===== src/rtl/tile_res_pkg.sv =====
// Shared types and helpers for the tile result collector.
package tile_res_pkg;

  typedef enum logic {
    UNLOCKED = 1'b0,
    LOCKED   = 1'b1
  } lock_state_e;

  localparam int FLUSH_INTERVAL_DEFAULT = 500;
  localparam int DW_DEFAULT             = 32;

  // Index width for n items, never narrower than one bit.
  function automatic int src_w(input int n);
    return (n <= 2) ? 1 : $clog2(n);
  endfunction

endpackage


===== src/rtl/tile_res_rr_pick.sv =====
// Combinational round-robin picker: first eligible request at or above ptr_i, wrapping.
module tile_res_rr_pick
  import tile_res_pkg::*;
#(
  parameter int N_REQ = 4,
  parameter int SW    = src_w(N_REQ)
) (
  input  logic [N_REQ-1:0] req_i,
  input  logic [SW-1:0]    ptr_i,
  input  logic [N_REQ-1:0] mask_i,
  output logic [N_REQ-1:0] grant_o,
  output logic [SW-1:0]    idx_o,
  output logic             any_o
);

  logic [SW-1:0] k;

  function automatic logic [SW-1:0] rot(input logic [SW-1:0] p, input int off);
    return SW'((int'(p) + off) % N_REQ);
  endfunction

  always_comb begin
    grant_o = '0;
    idx_o   = '0;
    any_o   = 1'b0;
    k       = '0;
    for (int off = 0; off < N_REQ; off++) begin
      k = rot(ptr_i, off);
      if (!any_o && req_i[k] && mask_i[k]) begin
        any_o      = 1'b1;
        grant_o[k] = 1'b1;
        idx_o      = k;
      end
    end
  end

endmodule


===== src/rtl/tile_res_collector.sv =====
// Round-robin collector of N_REQ tile result streams onto one tagged output stream
// with periodic flush pulse. Define TILE_RES_LOCK_EN to keep packets contiguous.
module tile_res_collector
  import tile_res_pkg::*;
#(
  parameter int N_REQ          = 4,
  parameter int FLUSH_INTERVAL = FLUSH_INTERVAL_DEFAULT,
  parameter int DW             = DW_DEFAULT,
  parameter int SW             = src_w(N_REQ)
) (
  input  logic             clk,
  input  logic             rst,
  input  logic [N_REQ-1:0] req_valid,
  input  logic [DW-1:0]    req_data [N_REQ],
  input  logic [N_REQ-1:0] req_last,
  output logic [N_REQ-1:0] req_ready,
  output logic             out_valid,
  output logic [DW-1:0]    out_data,
  output logic [SW-1:0]    out_src,
  output logic             out_last,
  input  logic             out_ready,
  output logic             flush,
  output logic             idle
);

  localparam int CW = src_w(FLUSH_INTERVAL + 1);

  logic             out_valid_q;
  logic [DW-1:0]    out_data_q;
  logic [SW-1:0]    out_src_q;
  logic             out_last_q;
  logic             flush_q;
  logic [SW-1:0]    ptr_q, ptr_d;
  logic [CW-1:0]    cnt_q, cnt_d;

  logic             load_en, xfer_in, xfer_out, unlocked;
  logic             pick_any;
  logic [N_REQ-1:0] pick_grant, elig;
  logic [SW-1:0]    pick_idx, win_next;

`ifdef TILE_RES_LOCK_EN
  lock_state_e   lock_q;
  logic [SW-1:0] lock_src_q;

  always_comb begin
    elig = '1;
    if (lock_q == LOCKED) begin
      elig             = '0;
      elig[lock_src_q] = 1'b1;
    end
  end

  assign unlocked = (lock_q == UNLOCKED);

  always_ff @(posedge clk or posedge rst) begin
    if (rst) begin
      lock_q     <= UNLOCKED;
      lock_src_q <= '0;
    end else if (xfer_in) begin
      case (lock_q)
        UNLOCKED: if (!req_last[pick_idx]) begin
          lock_q     <= LOCKED;
          lock_src_q <= pick_idx;
        end
        LOCKED: if (req_last[pick_idx]) lock_q <= UNLOCKED;
        default: lock_q <= UNLOCKED;
      endcase
    end
  end
`else
  assign elig     = '1;
  assign unlocked = 1'b1;
`endif

  tile_res_rr_pick #(
    .N_REQ (N_REQ),
    .SW    (SW)
  ) u_pick (
    .req_i   (req_valid),
    .ptr_i   (ptr_q),
    .mask_i  (elig),
    .grant_o (pick_grant),
    .idx_o   (pick_idx),
    .any_o   (pick_any)
  );

  assign load_en   = !out_valid_q || out_ready;
  assign xfer_in   = pick_any && load_en && !rst;
  assign xfer_out  = out_valid_q && out_ready;
  assign req_ready = xfer_in ? pick_grant : '0;
  assign win_next  = (pick_idx == SW'(N_REQ - 1)) ? '0 : pick_idx + 1'b1;

  // Pointer moves past the winner; with packet lock only on the closing word.
  always_comb begin
    ptr_d = ptr_q;
`ifdef TILE_RES_LOCK_EN
    if (xfer_in && req_last[pick_idx]) ptr_d = win_next;
`else
    if (xfer_in) ptr_d = win_next;
`endif
  end

  always_comb begin
    cnt_d = cnt_q;
    if (xfer_out) cnt_d = (cnt_q == CW'(FLUSH_INTERVAL)) ? '0 : cnt_q + 1'b1;
  end

  always_ff @(posedge clk or posedge rst) begin
    if (rst) begin
      out_valid_q <= 1'b0;
      out_data_q  <= '0;
      out_src_q   <= '0;
      out_last_q  <= 1'b0;
      flush_q     <= 1'b0;
      ptr_q       <= '0;
      cnt_q       <= '0;
    end else begin
      if (xfer_in) begin
        out_valid_q <= 1'b1;
        out_data_q  <= req_data[pick_idx];
        out_src_q   <= pick_idx;
        out_last_q  <= req_last[pick_idx];
      end else if (xfer_out) begin
        out_valid_q <= 1'b0;
      end
      flush_q <= xfer_out && (cnt_q == CW'(FLUSH_INTERVAL));
      ptr_q   <= ptr_d;
      cnt_q   <= cnt_d;
    end
  end

  assign out_valid = out_valid_q;
  assign out_data  = out_data_q;
  assign out_src   = out_src_q;
  assign out_last  = out_last_q;
  assign flush     = flush_q;
  assign idle      = !out_valid_q && !(|req_valid) && unlocked;

endmodule


===== config.mk =====
export PLATFORM = sky130hd
export DESIGN_NAME = tile_res_collector
export DESIGN_NICKNAME = d
export VERILOG_FILES = /design/src/rtl/tile_res_pkg.sv /design/src/rtl/tile_res_rr_pick.sv /design/src/rtl/tile_res_collector.sv
export SDC_FILE = /design/constraint.sdc
export NUM_CORES = 1
export LEC_CHECK = 0
export ABC_AREA = 1
export CAP_MARGIN = 40
export CELL_PAD_IN_SITES_DETAIL_PLACEMENT = 0
export CELL_PAD_IN_SITES_GLOBAL_PLACEMENT = 1
export CORE_MARGIN = 3
export CORE_UTILIZATION = 30
export DETAILED_ROUTE_END_ITERATION = 7
export HOLD_SLACK_MARGIN = 0.12
export PLACE_DENSITY_LB_ADDON = 0.1
export SYNTH_ARGS = -nofsm -noshare
export SYNTH_HDL_FRONTEND = slang
export SYNTH_SLANG_ARGS = --single-unit

===== constraint.sdc =====
create_clock -name clk -period 5.3 [get_ports clk]
set_input_delay 0.53 -clock clk [delete_from_list [all_inputs] [get_ports clk]]
set_output_delay 0.53 -clock clk [all_outputs]
set_load 0.05 [all_outputs]

==> flow_summary_export.csv <==
group,metric,value,unit
clock_tree,htreeDepth,2,
critical_path,r2r_slack,1.95,ns
detailed_routing,first_pass_iters,4,
synthesis,synth_top_area_share,29.8,%
critical_path,rr_worst_depth,13,
power_and_ir_drop,p_int,1720,µW
die,coreArea,0.0129,mm²
sta,timing.final.crit_share,70.8,%
clock_tree,cts_buffers,5,
die,initial_utilization,31.3,%
die,die_x,122,µm
power_and_ir_drop,clkPwrFrac,7.9,%
clock_tree,postCtsHoldBufs,0,
clock_tree,cts-root-buf,"clkbuf_16",
critical_path,critPathKind,"flop to output port",
synthesis,yosysTopAreaCell,"dfrtp_1",
synthesis,syn_avg_cell_area,6.30,µm²
critical_path,required,4.77,ns
die,dieArea,0.0149,mm²
finish,area_delta_synth_final,48.3,%
power_and_ir_drop,vdd_drop_max,0.287,mV
clock_tree,cts_tree,"done",
power_and_ir_drop,p_switching,2380,µW
synthesis,yosysSeqAreaShare,29.8,%
global_route,grt_pass1_wl,21.7,mm
run,drv_cap,0,
finish,n_antenna_cell,0,
detailed_routing,avgRoutedWirePerCell,13.5,µm
outcome,status,"finished clean",
power_and_ir_drop,power_density,685,mW/mm²
sta,fmax,266,MHz
finish,fillerInstances,1324,
critical_path,r2r-start,"ptr_q[0]",
clock_tree,cts_resized,0,
detailed_routing,vias,4483,
worst_hold_path,min_path_type,"flop to flop",
worst_hold_path,min_path_cells,2,
power_and_ir_drop,switching_share,58.0,%
global_route,grt_use_total,17.7,%
critical_path,setup.worst_path.end_class,"output port",
critical_path,worst-path-max-fanout,15,
clock_tree,postCtsSetupRepairBufs,0,
worst_hold_path,hp-start,"out_data[8]",
synthesis,yosys-top-cells-area,"dfrtp_1 30%, nand2_1 28%, nand3_1 11%, nand3b_1 6.1%, inv_1 5.8%",
power_and_ir_drop,power.leakage,0.00308,µW
detailed_routing,via_per_inst,4.64,
place,hpwl,9.50,mm
clock_tree,clkLatencyLatePin,0.28,ns
sta,final_hold_viol_count,0,
critical_path,worst_setup_path_start_kind,"flop",
place,routabilityCongestion,0.823,
power_and_ir_drop,p_total,4100,µW
global_route,antenna_found_initial,0,
place,io_buffers,180,
synthesis,synth-seq-cells,48,
sta,holdWs,0.481,ns
synthesis,syn-num-nets,789,
clock_tree,clkSinkCount,48,
worst_hold_path,min_to,"out_data[8]",
synthesis,yosys_warnings,0,
power_and_ir_drop,p_comb_share,76.3,%
die,rows,41,
critical_path,cp.arrival,3.22,ns
finish,drive_above_1_share,4.03,%
detailed_routing,drc,0,
synthesis,syn_area,0.00403,mm²
clock_tree,cts_max_path_buffers,2,
sta,finalCriticalPeriod,3.75,ns
critical_path,rr_endpoint,"out_data[28]",
sta,max-slew-margin-rel,52.8,%
global_route,overflow,0,
detailed_routing,routed_wirelength,13.0,mm
die,die_y,122,µm
synthesis,synth_cell_types,32,
die,ios,181,
detailed_routing,drtAntennaViolNets,0,
sta,tns,0,ns
sta,rsz0062_at_grt,"no",
power_and_ir_drop,seqPwrFrac,15.8,%
detailed_routing,drt_iter0_drc,311,
sta,tightest_slew,0.708,ns
global_route,grt_max_degree,70,
synthesis,synthCells,640,
clock_tree,clk_pin_slew,0.06,ns
sta,finalMaxSlewViolations,0,
sta,setup_viol,0,
sta,finClkSkew,0.00359,ns
global_route,grt_pass1_vias,4495,
finish,num-nets-final,944,
cell usage after synthesis, drive strengths merged:
| cell | n |
|---|---|
| dfrtp | 48 |
| buf | 31 |
| nand3b | 33 |
| nor2 | 12 |
| a21oi | 4 |
| a22oi | 2 |
| nand2 | 313 |
| ha | 10 |
| inv | 65 |
| a21boi | 1 |
| nand4 | 5 |
| nor3 | 3 |
| a31oi | 1 |
| nand3 | 93 |
| and3 | 1 |
| nor3b | 1 |
| o21a | 1 |
| o2111ai | 2 |
| clkbuf | 6 |
| o211ai | 1 |
| a2bb2oi | 1 |
| o21ai | 6 |
power by group through the flow:
stage               Sequential [µW]  Combinational, µW  Clock, µW
floorplan                      1060               2070          0
global placement                645               3150          0
detailed placement              648               3170          0
CTS                             648               3180        334
global route                    670               3550        351
finish                          645               3130        324
routing by layer:
| layer | vias to the layer above | GRT usage (%) | wire length (µm) |
|---|---|---|---|
| met4 | 0 | 3.08 | 98 |
| met5 | - | 0 | 0 |
| met1 | 2001 | 22.7 | 5540 |
| met3 | 10 | 4.41 | 1040 |
| met2 | 165 | 30.5 | 6330 |
| li1 | 2307 | - | - |
worst max-delay path: stages (launching register included):
cell	delay, ns
dfrtp_1	0.62
inv_4	0.16
ha_1	0.44
inv_1	0.12
nand3_1	0.10
nand2_1	0.11
nor2_1	0.25
nand2_1	0.09
o2111ai_1	0.12
nand2_1	0.07
inv_1	0.07
clkdlybuf4s50_1	0.80
registers in the layout (all words and copies together), names as in the netlist:
name,flops
out_last,1
cnt_q,9
out_data,32
flush,1
ptr_q,2
out_valid,1
out_src,2
placed cells by master, fill, tap and decap left out, drive strengths merged:
| cell type | synthesis | layout |
|---|---|---|
| a2bb2oi | 1 | 1 |
| nand2 | 313 | 313 |
| o21a | 1 | 1 |
| nand3b | 33 | 33 |
| buf | 31 | 5 |
| dfrtp | 48 | 48 |
| nand4 | 5 | 5 |
| nor3 | 3 | 3 |
| a21boi | 1 | 1 |
| o21ai | 6 | 6 |
| inv | 65 | 65 |
| nor3b | 1 | 1 |
| o211ai | 1 | 1 |
| nand3 | 93 | 93 |
| a21oi | 4 | 4 |
| ha | 10 | 10 |
| o2111ai | 2 | 2 |
| a22oi | 2 | 2 |
| a31oi | 1 | 1 |
| clkbuf | 6 | 7 |
| nor2 | 12 | 12 |
| and3 | 1 | 1 |
| clkdlybuf4s50 | 0 | 180 |
stage by stage:
stage | setup slack [ns] | utilization [%] | std cells | instance area [µm²]
after floorplan | 2.01 | - | 640 | 4030
after global placement | 1.64 | 45.3 | 960 | 5830
after detailed placement | 1.54 | 45.3 | 960 | 5830
after CTS | 1.54 | 46.4 | 967 | 5980
after global routing | 1.33 | 46.4 | 967 | 5980
final | 1.55 | 46.4 | 967 | 5980
layout make-up:
class	instances	area [µm²]	share of cell area (%)
flip-flops and latches	48	1200	20.1
multi-input cells	490	2320	38.8
clock buffers	7	153	2.55
well taps	172	215	3.60
repair buffers	185	1840	30.8
inverters	65	249	4.16
cells by family (layout without fill, tap and decap cells):
logic type / after synthesis / count (layout) / synth area share [%]
simple gates: 461 / 461 / 51.2
buf+inv: 102 / 257 / 12.8
compound gates: 19 / 19 / 3.16
flops: 48 / 48 / 29.8
fa+ha+maj: 10 / 10 / 3.10
how the worst max path moves through the flow:
| stage | startpoint | slack [ns] | endpoint |
|---|---|---|---|
| after floorplan | rst | 2.01 | req_ready[0] |
| after global placement | req_valid[0] | 1.64 | req_ready[0] |
| after detailed placement | req_valid[0] | 1.54 | req_ready[0] |
| after CTS | req_valid[0] | 1.54 | req_ready[0] |
| after global routing | req_valid[0] | 1.33 | req_ready[2] |
| final | ptr_q[0] | 1.55 | req_ready[0] |
No activity file was read; power rests on OpenSTA's default activity.
